--- src/rtl/sprite_blit_if.sv ---
// Sprite blitter bus: renderer request, sprite ROM port
// and framebuffer write stream.
interface sprite_blit_if;
  logic       start;
  logic [7:0] x0;
  logic [6:0] y0;
  logic       busy;
  logic       done;
  logic [8:0] rom_addr;
  logic [7:0] rom_q;
  logic       fb_we;
  logic [14:0] fb_addr;
  logic [7:0] fb_data;

  modport master (
    output start, x0, y0, rom_q,
    input  busy, done, rom_addr,
    input  fb_we, fb_addr, fb_data
  );

  modport slave (
    input  start, x0, y0, rom_q,
    output busy, done, rom_addr,
    output fb_we, fb_addr, fb_data
  );
endinterface

--- src/rtl/sprite_blit.sv ---
// Raster-order sprite ROM reader that streams opaque,
// clipped pixels into the framebuffer write port.
module sprite_blit #(
  parameter int         SPR_W     = 20,
  parameter int         SPR_H     = 20,
  parameter int         FB_W      = 160,
  parameter int         FB_H      = 120,
  parameter logic [7:0] TRANSP    = 8'hFF,
  parameter int         TRANSP_EN = 1
) (
  input logic          clock,
  input logic          reset,
  sprite_blit_if.slave bus
);

  localparam int SXW = $clog2(SPR_W);
  localparam int SYW = $clog2(SPR_H);

  localparam logic [1:0] S_IDLE  = 2'd0;
  localparam logic [1:0] S_RUN   = 2'd1;
  localparam logic [1:0] S_FLUSH = 2'd2;
  localparam logic [1:0] S_DONE  = 2'd3;

  logic [1:0]     r_state;
  logic [SXW-1:0] r_sx;
  logic [SYW-1:0] r_sy;
  logic [7:0]     r_x0;
  logic [6:0]     r_y0;
  logic [8:0]     r_rom_addr;
  logic           r_valid_d;
  logic           r_clip_d;
  logic [14:0]    r_fb_addr;

  logic [8:0]  w_px;
  logic [7:0]  w_py;
  logic [16:0] w_lin;
  logic        w_last;
  logic        w_eol;
  logic        w_key;

  // px/py belong to the address currently on rom_addr
  assign w_px  = 9'(r_x0) + 9'(r_sx);
  assign w_py  = 8'(r_y0) + 8'(r_sy);
  assign w_lin = 17'(w_py) * 17'(FB_W) + 17'(w_px);

  assign w_eol  = (r_sx == SXW'(SPR_W - 1));
  assign w_last = w_eol && (r_sy == SYW'(SPR_H - 1));

  assign w_key = (TRANSP_EN != 0) && (bus.rom_q == TRANSP);

  assign bus.rom_addr = r_rom_addr;
  assign bus.fb_addr  = r_fb_addr;
  assign bus.fb_data  = bus.rom_q;
  assign bus.fb_we    = r_valid_d & ~r_clip_d & ~w_key;
  assign bus.busy     = (r_state == S_RUN) || (r_state == S_FLUSH);
  assign bus.done     = (r_state == S_DONE);

  always_ff @(posedge clock) begin
    if (reset) begin
      r_state    <= S_IDLE;
      r_sx       <= '0;
      r_sy       <= '0;
      r_x0       <= '0;
      r_y0       <= '0;
      r_rom_addr <= '0;
      r_valid_d  <= 1'b0;
      r_clip_d   <= 1'b0;
      r_fb_addr  <= '0;
    end else begin
      unique case (r_state)
        S_IDLE: begin
          r_valid_d <= 1'b0;
          if (bus.start) begin
            r_x0       <= bus.x0;
            r_y0       <= bus.y0;
            r_sx       <= '0;
            r_sy       <= '0;
            r_rom_addr <= '0;
            r_state    <= S_RUN;
          end
        end
        S_RUN: begin
          r_valid_d <= 1'b1;
          r_clip_d  <= (w_px >= 9'(FB_W)) ||
                       (w_py >= 8'(FB_H));
          r_fb_addr <= w_lin[14:0];
          if (w_last) begin
            r_state <= S_FLUSH;
          end else begin
            r_rom_addr <= r_rom_addr + 9'd1;
            if (w_eol) begin
              r_sx <= '0;
              r_sy <= r_sy + SYW'(1);
            end else begin
              r_sx <= r_sx + SXW'(1);
            end
          end
        end
        S_FLUSH: begin
          r_valid_d <= 1'b0;
          r_state   <= S_DONE;
        end
        S_DONE: begin
          r_valid_d <= 1'b0;
          r_state   <= S_IDLE;
        end
      endcase
    end
  end

endmodule

--- src/flat_wrapper.sv ---
// flat-port wrapper written by rule: the top's interface ports become plain ports
module sprite_blit_flat 
#(
  parameter int         SPR_W     = 20,
  parameter int         SPR_H     = 20,
  parameter int         FB_W      = 160,
  parameter int         FB_H      = 120,
  parameter logic [7:0] TRANSP    = 8'hFF,
  parameter int         TRANSP_EN = 1
)
  (clock, reset, bus_start, bus_x0, bus_y0, bus_rom_q, bus_busy, bus_done, bus_rom_addr, bus_fb_we, bus_fb_addr, bus_fb_data);
  sprite_blit_if bus_i ();
  input logic clock;
  input logic reset;
  input wire logic [$bits(bus_i.start)-1:0] bus_start;
  input wire logic [$bits(bus_i.x0)-1:0] bus_x0;
  input wire logic [$bits(bus_i.y0)-1:0] bus_y0;
  input wire logic [$bits(bus_i.rom_q)-1:0] bus_rom_q;
  output wire logic [$bits(bus_i.busy)-1:0] bus_busy;
  output wire logic [$bits(bus_i.done)-1:0] bus_done;
  output wire logic [$bits(bus_i.rom_addr)-1:0] bus_rom_addr;
  output wire logic [$bits(bus_i.fb_we)-1:0] bus_fb_we;
  output wire logic [$bits(bus_i.fb_addr)-1:0] bus_fb_addr;
  output wire logic [$bits(bus_i.fb_data)-1:0] bus_fb_data;
  assign bus_i.start = bus_start;
  assign bus_i.x0 = bus_x0;
  assign bus_i.y0 = bus_y0;
  assign bus_i.rom_q = bus_rom_q;
  assign bus_busy = bus_i.busy;
  assign bus_done = bus_i.done;
  assign bus_rom_addr = bus_i.rom_addr;
  assign bus_fb_we = bus_i.fb_we;
  assign bus_fb_addr = bus_i.fb_addr;
  assign bus_fb_data = bus_i.fb_data;
  sprite_blit #(.SPR_W(SPR_W), .SPR_H(SPR_H), .FB_W(FB_W), .FB_H(FB_H), .TRANSP(TRANSP), .TRANSP_EN(TRANSP_EN)) u_core (.clock(clock), .reset(reset), .bus(bus_i));
endmodule
--- config.mk ---
export PLATFORM = sky130hd
export DESIGN_NAME = sprite_blit_flat
export DESIGN_NICKNAME = d
export VERILOG_FILES = /design/src/rtl/sprite_blit_if.sv /design/src/rtl/sprite_blit.sv /design/src/flat_wrapper.sv
export SDC_FILE = /design/constraint.sdc
export NUM_CORES = 1
export LEC_CHECK = 0
export BUFFER_PORTS_ARGS = -buffer_cell sky130_fd_sc_hd__buf_2
export CORE_AREA = 3 3 118 63
export DETAILED_ROUTE_END_ITERATION = 6
export DIE_AREA = 0 0 121 66
export MAX_ROUTING_LAYER = met4
export PLACE_DENSITY = 0.72
export SLEW_MARGIN = 20
export SYNTH_ARGS = -nofsm -noshare
export SYNTH_HDL_FRONTEND = slang
export SYNTH_SLANG_ARGS = --single-unit
--- constraint.sdc ---
create_clock -name clock -period 4.7 [get_ports clock]
set_input_delay 1.175 -clock clock [delete_from_list [all_inputs] [get_ports clock]]
set_output_delay 1.175 -clock clock [all_outputs]
set_load 0.01 [all_outputs]
==> results of run 1 <==
-- cells by family (layout without fill, tap and decap cells) --
logic type,count (synthesis),after routing,share of synthesized area (%)
multiplexers,10,10,3.11
buffers and inverters,37,88,5.29
flip-flops,53,53,33.0
XOR/XNOR,35,35,10.5
AND/OR/NAND/NOR,132,132,18.6
adder cells (fa/ha/maj),36,36,14.9
AO/OA/AOI/OAI,72,72,14.6
-- cell usage after synthesis (2+ instances only) --
library cell / count
nand3b_1: 2
nor2_1: 51
o21bai_1: 5
xnor2_1: 13
inv_1: 18
xnor2_2: 2
nand2b_1: 3
and2_1: 3
a21o_1: 3
dfxtp_1: 53
nor2b_1: 6
a211oi_1: 9
ha_1: 31
or3_1: 3
o21ai_1: 2
xor2_1: 19
o21ai_0: 5
clkbuf_1: 9
fa_1: 4
mux2i_1: 10
nand2_1: 42
buf_4: 8
nand4_1: 9
a21oi_1: 35
nand3_1: 6
-- cell type report --
class | count | area (µm²) | area share, %
multi-input combinational | 285 | 1980 | 53.1
sequential | 53 | 1060 | 28.4
timing repair buffer | 62 | 315 | 8.45
clock buffer | 5 | 125 | 3.35
tap | 92 | 115 | 3.08
inverter | 18 | 67.6 | 1.81
clock inverter | 3 | 65.1 | 1.74
-- worst max-delay path by stage --
stage / endpoint / slack [ps] / startpoint
after floorplan: u_core.bus.fb_addr[14]$_SDFFE_PP0P_ / 1200 / u_core.r_sy[0]$_SDFFE_PP0P_
after global placement: u_core.bus.fb_addr[14]$_SDFFE_PP0P_ / 1060 / u_core.r_sy[0]$_SDFFE_PP0P_
after detailed placement: u_core.bus.fb_addr[14]$_SDFFE_PP0P_ / 980 / u_core.r_sy[0]$_SDFFE_PP0P_
after CTS: u_core.bus.fb_addr[14]$_SDFFE_PP0P_ / 970 / u_core.r_sy[0]$_SDFFE_PP0P_
after global routing: u_core.bus.fb_addr[14]$_SDFFE_PP0P_ / 670 / u_core.r_sy[0]$_SDFFE_PP0P_
final: u_core.bus.fb_addr[14]$_SDFFE_PP0P_ / 980 / u_core.r_sy[0]$_SDFFE_PP0P_
-- worst max-delay path, stage by stage, from the launching register on --
cell	delay, ps
dfxtp_1	350
ha_1	240
fa_1	420
a21oi_2	170
nor2b_1	60
nor2_1	110
xor2_1	240
inv_1	70
ha_1	300
inv_1	60
fa_1	450
nor2b_1	170
o31a_1	160
nor2_1	50
maj3_2	320
xnor2_2	140
xnor2_1	140
a211oi_2	200
-- per-layer routing --
metal | global-route usage [%] | vias to the layer above
met2 | 27.3 | 49
met5 | - | -
met3 | 2.91 | 4
met1 | 21.7 | 1199
met4 | 2.97 | 0
li1 | - | 1383
-- state kept, by name (all words and copies together), names as in the netlist --
name,flops
u_core.r_x0,8
u_core.bus.rom_addr,9
u_core.r_sy,5
u_core.r_y0,7
u_core.bus.fb_addr,15
u_core.r_clip_d,1
u_core.r_valid_d,1
u_core.r_sx,5
u_core.r_state,2
-- report_power, final --
group / total [mW] / internal [mW] / switching, mW
Combinational: 0.775 / 0.327 / 0.448
Clock: 0.463 / 0.304 / 0.159
Sequential: 0.628 / 0.549 / 0.0787
==> results.ini, run 1 <==
[status]
status = completed

[clock_network]
cts_tree = built
clk_latency_ps = 280
clock_path_buffers = 2
cts.sinks = 53
hold_buffers = 0
cts_resized = 0
post_cts_buffers = 0
path_clk_slew_ps = 70
cts_made_buffers = 5
htreeDepth = 2
root_buffer = clkbuf_16

[route]
dr_wl_met2_um = 2840
highest_layer = met4
vias_per_cell = 5.09
ant_nets = 0
dr_wl_met3_um = 269
num_vias = 2635
routedWlPerCell_um = 12.2
drt-total-wl_um = 6320
dr.pass1.iters = 4
wl_met1_um = 3160
drt_iter0_drc = 113
drc = 0

[place]
dp.cells = 510
dp_hpwl_um = 4780
dpl-instance-area_mm2 = 0.00354
gp_congestion = 0.810
dp_slack_ps = 981
io_buffers = 60

[timing]
holdWs_ps = 464
min_period_ps = 3720
relSlewSlack_pct = 51.6
period_share_pct = 79.2
rsz0062_at_grt = false
setup_viol = 0
fin_setup_tns_ps = 0
hold_violations = 0
finalMaxSlewViolations = 0
fmax_ghz = 0.269
final.setup.worst_slack_ps = 978
fin_worst_skew_ps = 3.90
worstMarginPinSlew_ps = 725

[min_path]
min_to = u_core.r_y0[3]$_SDFFE_PP0P_
hold_path.class = reg -> reg
whs_path_depth = 2
min-delay-start = u_core.r_y0[3]$_SDFFE_PP0P_

[run]
maxCapViolCount = 0

[yosys]
synthCells = 375
synth-seq-cells = 53
synth_enable_flop_cells = 0
ys_seq_area_share_pct = 33.0
synth_top_cell_area_share_pct = 33.0
syn_area_mm2 = 0.00321
yosys-top-cells-area = dfxtp_1 33%, ha_1 12%, nor2_1 6.0%
synthFlopType = dfxtp_1
netlist-cell-type-count = 49
avgSynthCellArea_um2 = 8.57
async_flop_share_pct = 0
yosysWarnings = 0
syn-num-nets = 436
yosys.area.top_type = dfxtp_1

[die]
die_h_um = 66
start_util_pct = 49.1
io_pins = 61
die-area_mm2 = 0.00799
core-area_mm2 = 0.00654
fp.dieW_um = 121
num_rows = 21

[finish]
area_growth_pct = 16.1
fin_area_mm2 = 0.00373
fin_nets = 486
fill_cells = 593
layout_common_cells = 60 x buf_2, 53 x dfxtp_1, 51 x nor2_1
diodes = 0
utilization_pct = 57.0
drive_gt1_share_pct = 19.0
fin_cells = 518
final_common_cell = buf_2

[worst_setup_path]
cp.required_ps = 4910
crit_type = reg -> reg
rrSetupSlack_ps = 980
critPathLaunchType = flip-flop
timing.rr.end = u_core.bus.fb_addr[14]$_SDFFE_PP0P_
timing.rr.start = u_core.r_sy[0]$_SDFFE_PP0P_
cp.arrival_ps = 3930
crit_path_end_kind = flip-flop
worst-path-max-fanout = 5
r2r_cells = 17

[power_and_ir_drop]
ir_drop_mv = 0.201
power_density_mw_per_mm2 = 500
finalPower_mw = 1.87
leakage_nw = 1.69

[global_routing]
grtUsageTotal_pct = 16.5
gr-total-overflow = 0
grt_pass1_vias = 2327
grt_first_pass_wirelength_um = 10500
antenna_found_initial = 0
grt_max_degree = 40

Power figures use the tool's default switching activity.
==> run 2, diff against run 1 <==
--- a/config.mk
+++ b/config.mk
@@ -5,12 +5,13 @@
 export SDC_FILE = /design/constraint.sdc
 export NUM_CORES = 1
 export LEC_CHECK = 0
+export ABC_AREA = 1
 export BUFFER_PORTS_ARGS = -buffer_cell sky130_fd_sc_hd__buf_2
-export CORE_AREA = 3 3 118 63
+export CORE_AREA = 3 3 122 65
 export DETAILED_ROUTE_END_ITERATION = 6
-export DIE_AREA = 0 0 121 66
+export DIE_AREA = 0 0 125 68
 export MAX_ROUTING_LAYER = met4
-export PLACE_DENSITY = 0.72
+export PLACE_DENSITY = 0.71
 export SLEW_MARGIN = 20
 export SYNTH_ARGS = -nofsm -noshare
 export SYNTH_HDL_FRONTEND = slang
==> constraint.sdc (replaced) <==
create_clock -name clock -period 3.5 [get_ports clock]
set_input_delay 0.875 -clock clock [delete_from_list [all_inputs] [get_ports clock]]
set_output_delay 0.875 -clock clock [all_outputs]
set_load 0.01 [all_outputs]
==> run 2 against run 1 <==
  * Final area is 9.7% higher
  * Clock power is 29% higher
  * Non-clock buffer count is 13 higher
  * Register-to-register slack worse by 860 ps
  * Total power is 53% higher
  * First-iteration DRC count is 61% higher
  * Area after synthesis is 6.8% higher
  * Combinational power is 79% higher
  * Via count is 16% higher
  * Setup slack worse by 860 ps
  * Hold slack better by 24 ps
  * Core utilization is 3.4 points higher
  * Largest power group unchanged
==> results.ini, run 2 <==
[timing]
hold_violations = 0
rsz0062_at_grt = true
relSlewSlack_pct = 53.1
finalMaxSlewViolations = 0
period_share_pct = 96.6
fin_worst_skew_ps = 8.85
min_period_ps = 3380
fin_setup_tns_ps = 0
worstMarginPinSlew_ps = 703
fmax_ghz = 0.296
holdWs_ps = 488
setup_viol = 0

[min_path]
min-delay-start = u_core.r_x0[6]$_SDFFE_PP0P_
whs_path_depth = 2
hold_path.class = reg -> reg
min_to = u_core.r_x0[6]$_SDFFE_PP0P_

[finish]
largest_register_ffs = 15
final_common_cell = nor2_1
diodes = 0
utilization_pct = 60.4
drive_gt1_share_pct = 23.7
layout_common_cells = 69 x nor2_1, 60 x inv_1, 60 x buf_2
area_growth_pct = 19.3
fin_nets = 591

[clock_network]
cts_tree = built
root_buffer = clkbuf_16
path_clk_slew_ps = 70
clk_latency_ps = 300
cts_made_buffers = 5
hold_buffers = 0
clock_path_buffers = 2
cts.sinks = 53
htreeDepth = 2

[route]
num_vias = 3065
vias_per_cell = 4.92
wl_met1_um = 3870
drt-total-wl_um = 7870
routedWlPerCell_um = 12.6
highest_layer = met4
drt_iter0_drc = 182
dr.pass1.iters = 4
ant_nets = 0
drc = 0
dr_wl_met2_um = 3660
dr_wl_met3_um = 268

[worst_setup_path]
crit_slowest_cell = fa_1
slowest_delay_ps = 520
crit_top_cell = nor2_1
critPathLaunchType = flip-flop
cp.arrival_ps = 3570
timing.rr.end = u_core.bus.fb_addr[14]$_SDFFE_PP0P_
worst-path-max-fanout = 5
critPathBufInv = 2
rrSetupSlack_ps = 120
crit_path_end_kind = flip-flop
worstPathCellList = ha_4 -> a21o_1 -> a31oi_2 -> xor2_1 -> inv_1 -> ha_1 -> ha_2 -> inv_1 -> fa_1 -> nor2_2 -> nand4_1 -> nand3_2 -> nand4_1 -> nor2_1 -> nand3_1 -> nand2_1 -> nand2_1 -> nor2_1 -> nor2_1
r2r_cells = 19
crit_family = adder cells
cp.required_ps = 3690
crit_type = reg -> reg
timing.rr.start = u_core.r_sy[2]$_SDFFE_PP0P_

[global_routing]
gr-total-overflow = 0
antenna_found_initial = 0
grt_first_pass_wirelength_um = 12500
grt_pass1_vias = 2711
grt_max_degree = 25
grtUsageTotal_pct = 18.6

[power_and_ir_drop]
ir_drop_mv = 0.294
leakage_nw = 2.04
power_density_mw_per_mm2 = 698

[yosys]
yosys-top-cells-count = 70 x nor2_1, 61 x inv_1, 57 x nand2_1
synth_top_cell_area_share_pct = 30.9
yosys.area.top_type = dfxtp_1
synthFlopType = dfxtp_1
synth_enable_flop_cells = 0
yosysWarnings = 0
syn_area_mm2 = 0.00343
avgSynthCellArea_um2 = 7.32
ys_seq_area_share_pct = 30.9
syn-num-nets = 530
synth-seq-cells = 53
synthCells = 469
yosys-top-cells-area = dfxtp_1 31%, ha_1 11%, nor2_1 7.7%
async_flop_share_pct = 0
netlist-cell-type-count = 38
yosysMostFrequentCell = nor2_1

[die]
io_pins = 61
core-area_mm2 = 0.00678
num_rows = 21
die_h_um = 68
die-area_mm2 = 0.00850
start_util_pct = 50.6
fp.dieW_um = 125

[place]
dp_hpwl_um = 5660
io_buffers = 60
gp_congestion = 0.866

[status]
status = completed

[run]
maxCapViolCount = 0

-- run 2: cell types whose count changed in the layout (fill, tap and decap cells not counted), moves of 7 or more --
cell,previous run,this run
a211oi_1,9,1
buf_4,2,15
inv_1,18,60
mux2i_1,10,0
nand2_1,42,56
nand2_2,0,7
nand3_1,6,21
nor2_1,51,69
nor3_1,1,8
o21ai_0,5,38
xor2_1,19,12
-- run 2: cells by family after synthesis --
logic type	count (synthesis)	synth area share [%]
and+or+nand+nor	191	26.0
xor gates and xnor gates	23	5.87
DFF	53	30.9
adders and majority gates	35	13.6
AOI/OAI and AO/OA	83	13.1
buffers and inverters	84	10.5
-- run 2: where the power goes --
group	internal (mW)	switching, mW
combinational	0.528	0.864
sequential	0.765	0.106
clock	0.358	0.238
total	1.65	1.21
-- run 2: tightest hold or removal path, stage by stage (launching register included) --
cell,delay (ps)
dfxtp_1,330
inv_1,70
a21oi_1,50
-- run 2: timing repair --
action,in CTS,in global routing
setup buffers,0,4
pin swaps,2,10
setup endpoints to repair,1,4
resized for setup,2,17
endpoints found under the hold margin,0,0
-- run 2: per-stage QoR --
| stage | area, µm² | setup WS (ps) | power (mW) | cells |
|---|---|---|---|---|
| floorplan | 3430 | 115 | 1.86 | 469 |
| detailed placement | 3810 | -1.26 | 2.19 | 611 |
| finish | 4100 | 120 | 2.86 | 623 |
| CTS | 3990 | 26.5 | 2.79 | 619 |
| global placement | 3810 | 81.6 | 2.18 | 611 |
| global route | 4100 | -87.6 | 3.08 | 623 |
-- run 2: worst max-delay path by stage --
| stage | slack (ps) | endpoint | start | cells after the start |
|---|---|---|---|---|
| 6_report | 120 | u_core.bus.fb_addr[14]$_SDFFE_PP0P_ | u_core.r_sy[2]$_SDFFE_PP0P_ | 19 |
| 5_1_grt | -90 | u_core.bus.fb_addr[14]$_SDFFE_PP0P_ | u_core.r_y0[2]$_SDFFE_PP0P_ | 19 |
| 4_1_cts | 30 | u_core.bus.fb_addr[14]$_SDFFE_PP0P_ | u_core.r_y0[0]$_SDFFE_PP0P_ | 20 |
| 3_5_place_dp | -1 | u_core.bus.fb_addr[14]$_SDFFE_PP0P_ | u_core.r_y0[0]$_SDFFE_PP0P_ | 20 |
| 3_3_place_gp | 80 | u_core.bus.fb_addr[14]$_SDFFE_PP0P_ | u_core.r_y0[0]$_SDFFE_PP0P_ | 20 |
| 2_1_floorplan | 110 | u_core.bus.fb_addr[14]$_SDFFE_PP0P_ | u_core.r_sy[0]$_SDFFE_PP0P_ | 20 |
-- run 2: layer usage --
layer,up-vias,track usage [%]
met5,-,-
met4,0,4.19
met3,7,4.29
met2,37,30.6
met1,1385,23.9
li1,1636,-
-- run 2: area by class of cell --
class	count	area [µm²]
clock buffers	6	139
multi-input cells	332	2090
repair buffers	75	413
clock inverters	2	37.5
fillers	645	2680
well taps	92	115
inverters	63	236
flip-flops and latches	53	1070
==> run 3, diff against run 2 <==
--- a/config.mk
+++ b/config.mk
@@ -7,9 +7,9 @@
 export LEC_CHECK = 0
 export ABC_AREA = 1
 export BUFFER_PORTS_ARGS = -buffer_cell sky130_fd_sc_hd__buf_2
-export CORE_AREA = 3 3 122 65
+export CORE_AREA = 10 10 129 72
 export DETAILED_ROUTE_END_ITERATION = 6
-export DIE_AREA = 0 0 125 68
+export DIE_AREA = 0 0 139 82
 export MAX_ROUTING_LAYER = met4
 export PLACE_DENSITY = 0.71
 export SLEW_MARGIN = 20
==> constraint.sdc (replaced) <==
create_clock -name clock -period 3.3 [get_ports clock]
set_input_delay 0.825 -clock clock [delete_from_list [all_inputs] [get_ports clock]]
set_output_delay 0.825 -clock clock [all_outputs]
set_load 0.01 [all_outputs]
==> run 3 against run 2 <==
  * Non-clock buffer count rose by 14
  * Critical path depth down 1
  * Core utilization decreased by 0.61 points
  * Clock-buffer cell count is 1 lower
  * Sequential power increased by 6.5%
  * Cell count rose by 2.9%
  * Critical path type unchanged
  * Largest cell class unchanged
==> results.ini, run 3 (same netlist as run 2, synthesis figures left out) <==
[clock_network]
cts_made_buffers = 5
cts.sinks = 53
clock_path_buffers = 2
cts_tree = built
path_clk_slew_ps = 70
htreeDepth = 2
root_buffer = clkbuf_16
clk_latency_ps = 300
hold_buffers = 0

[power_and_ir_drop]
leakage_nw = 2.09
finalPower_mw = 3.13
ir_drop_mv = 0.298
power_density_mw_per_mm2 = 737

[timing]
fin_setup_tns_ps = 0
period_share_pct = 98.3
final.setup.worst_slack_ps = 55.4
min_period_ps = 3240
hold_violations = 0
relSlewSlack_pct = 49.5
fmax_ghz = 0.308
fin_worst_skew_ps = 7.98
finalMaxSlewViolations = 0
rsz0062_at_grt = true
setup_viol = 0
worstMarginPinSlew_ps = 757

[global_routing]
use_met2_pct = 20.4
groute.layer.met1.usage_pct = 22.1
grt_pass1_vias = 2869
grt-busiest-layer = met1
grt_first_pass_wirelength_um = 14000
gr-total-overflow = 0
grtUsageTotal_pct = 15.3
met3_usage_pct = 4.66
antenna_found_initial = 0
grt_max_degree = 25

[place]
dp.cells = 622
dp_slack_ps = -55.6
dp_hpwl_um = 6790
io_buffers = 60
dpl-instance-area_mm2 = 0.00387
gp_congestion = 0.871

[finish]
final_common_cell = nor2_1
fin_area_mm2 = 0.00425
layout_common_cells = 69 x nor2_1, 60 x buf_2, 57 x inv_1
fill_cells = 659
fin_nets = 605
drive_gt1_share_pct = 29.0
fin_cells = 641
largest_register_ffs = 15
area_growth_pct = 23.7
diodes = 0

[die]
start_util_pct = 48.3
core-area_mm2 = 0.00710
num_rows = 22
die_h_um = 82
die-area_mm2 = 0.0114
fp.dieW_um = 139
io_pins = 61

[route]
num_vias = 3229
dr.pass1.iters = 5
routedWlPerCell_um = 14.0
vias_per_cell = 5.04
drc = 0
drt_iter0_drc = 223
drt-total-wl_um = 9000
ant_nets = 0

[worst_setup_path]
worst-path-max-fanout = 2
crit_path_end_kind = flip-flop
timing.rr.start = u_core.r_y0[0]$_SDFFE_PP0P_
cp.arrival_ps = 3480
crit_type = reg -> reg
critPathLaunch = u_core.r_y0[0]$_SDFFE_PP0P_
cp.required_ps = 3530
critPathLaunchType = flip-flop

[status]
status = completed

[run]
maxCapViolCount = 0

[min_path]
hold_path.class = reg -> reg
min-delay-start = u_core.r_x0[6]$_SDFFE_PP0P_

[run 3: critical path, stage by stage (launching register included)]
cell	delay (ps)
dfxtp_2	340
ha_4	160
fa_2	350
nand2_2	80
nor2_2	40
or2_4	250
xnor2_4	150
inv_2	70
ha_4	270
inv_2	40
fa_2	590
nor2_2	50
nand4_1	70
nand3_1	90
buf_4	140
buf_4	120
buf_4	130
xnor2_2	120
a21oi_1	140
[run 3: layout make-up]
class | count | area, µm² | share of cell area (%)
Timing Repair Buffer | 89 | 518 | 12.2
Clock inverter | 3 | 22.5 | 0.530
Tap cell | 96 | 120 | 2.83
Sequential cell | 53 | 1070 | 25.2
Inverter | 63 | 236 | 5.57
Multi-Input combinational cell | 332 | 2150 | 50.7
Clock buffer | 5 | 125 | 2.95
[run 3: per-stage QoR]
| step | hold slack, ps | utilization [%] |
|---|---|---|
| global route | 514 | 59.8 |
| global placement | 468 | 54.6 |
| detailed placement | 472 | 54.6 |
| CTS | 488 | 57.4 |
| floorplan | 451 | - |
| finish | 494 | 59.8 |
[run 3: repair_timing]
item                                    4_1_cts  5_1_grt
endpoints found under the setup margin        3        5
pin swaps                                    11       14
buffers inserted                              3        8
gates resized for setup                       7       31
[run 3: where the power goes]
group	leakage (nW)	switching [mW]	total, mW	internal [mW]
logic	1.59	0.999	1.67	0.674
registers	0.437	0.116	0.928	0.812
clock network	0.0621	0.248	0.529	0.281
total	2.09	1.36	3.13	1.77
[run 3: routing by layer]
metal  up-vias  part of all wire [%]
met5         -                     0
met4         0                  0.57
met3         8                   7.9
met2       100                    39
met1      1453                    53
li1       1668                     -
[run 3: final timing paths]
check	endpoint	slack (ps)	cells after the start
setup / recovery	u_core.bus.fb_addr[10]$_SDFFE_PP0P_	60	18
hold / removal	u_core.r_x0[6]$_SDFFE_PP0P_	490	2
setup reg to reg	u_core.bus.fb_addr[10]$_SDFFE_PP0P_	60	18
hold reg to reg	u_core.r_x0[6]$_SDFFE_PP0P_	490	2
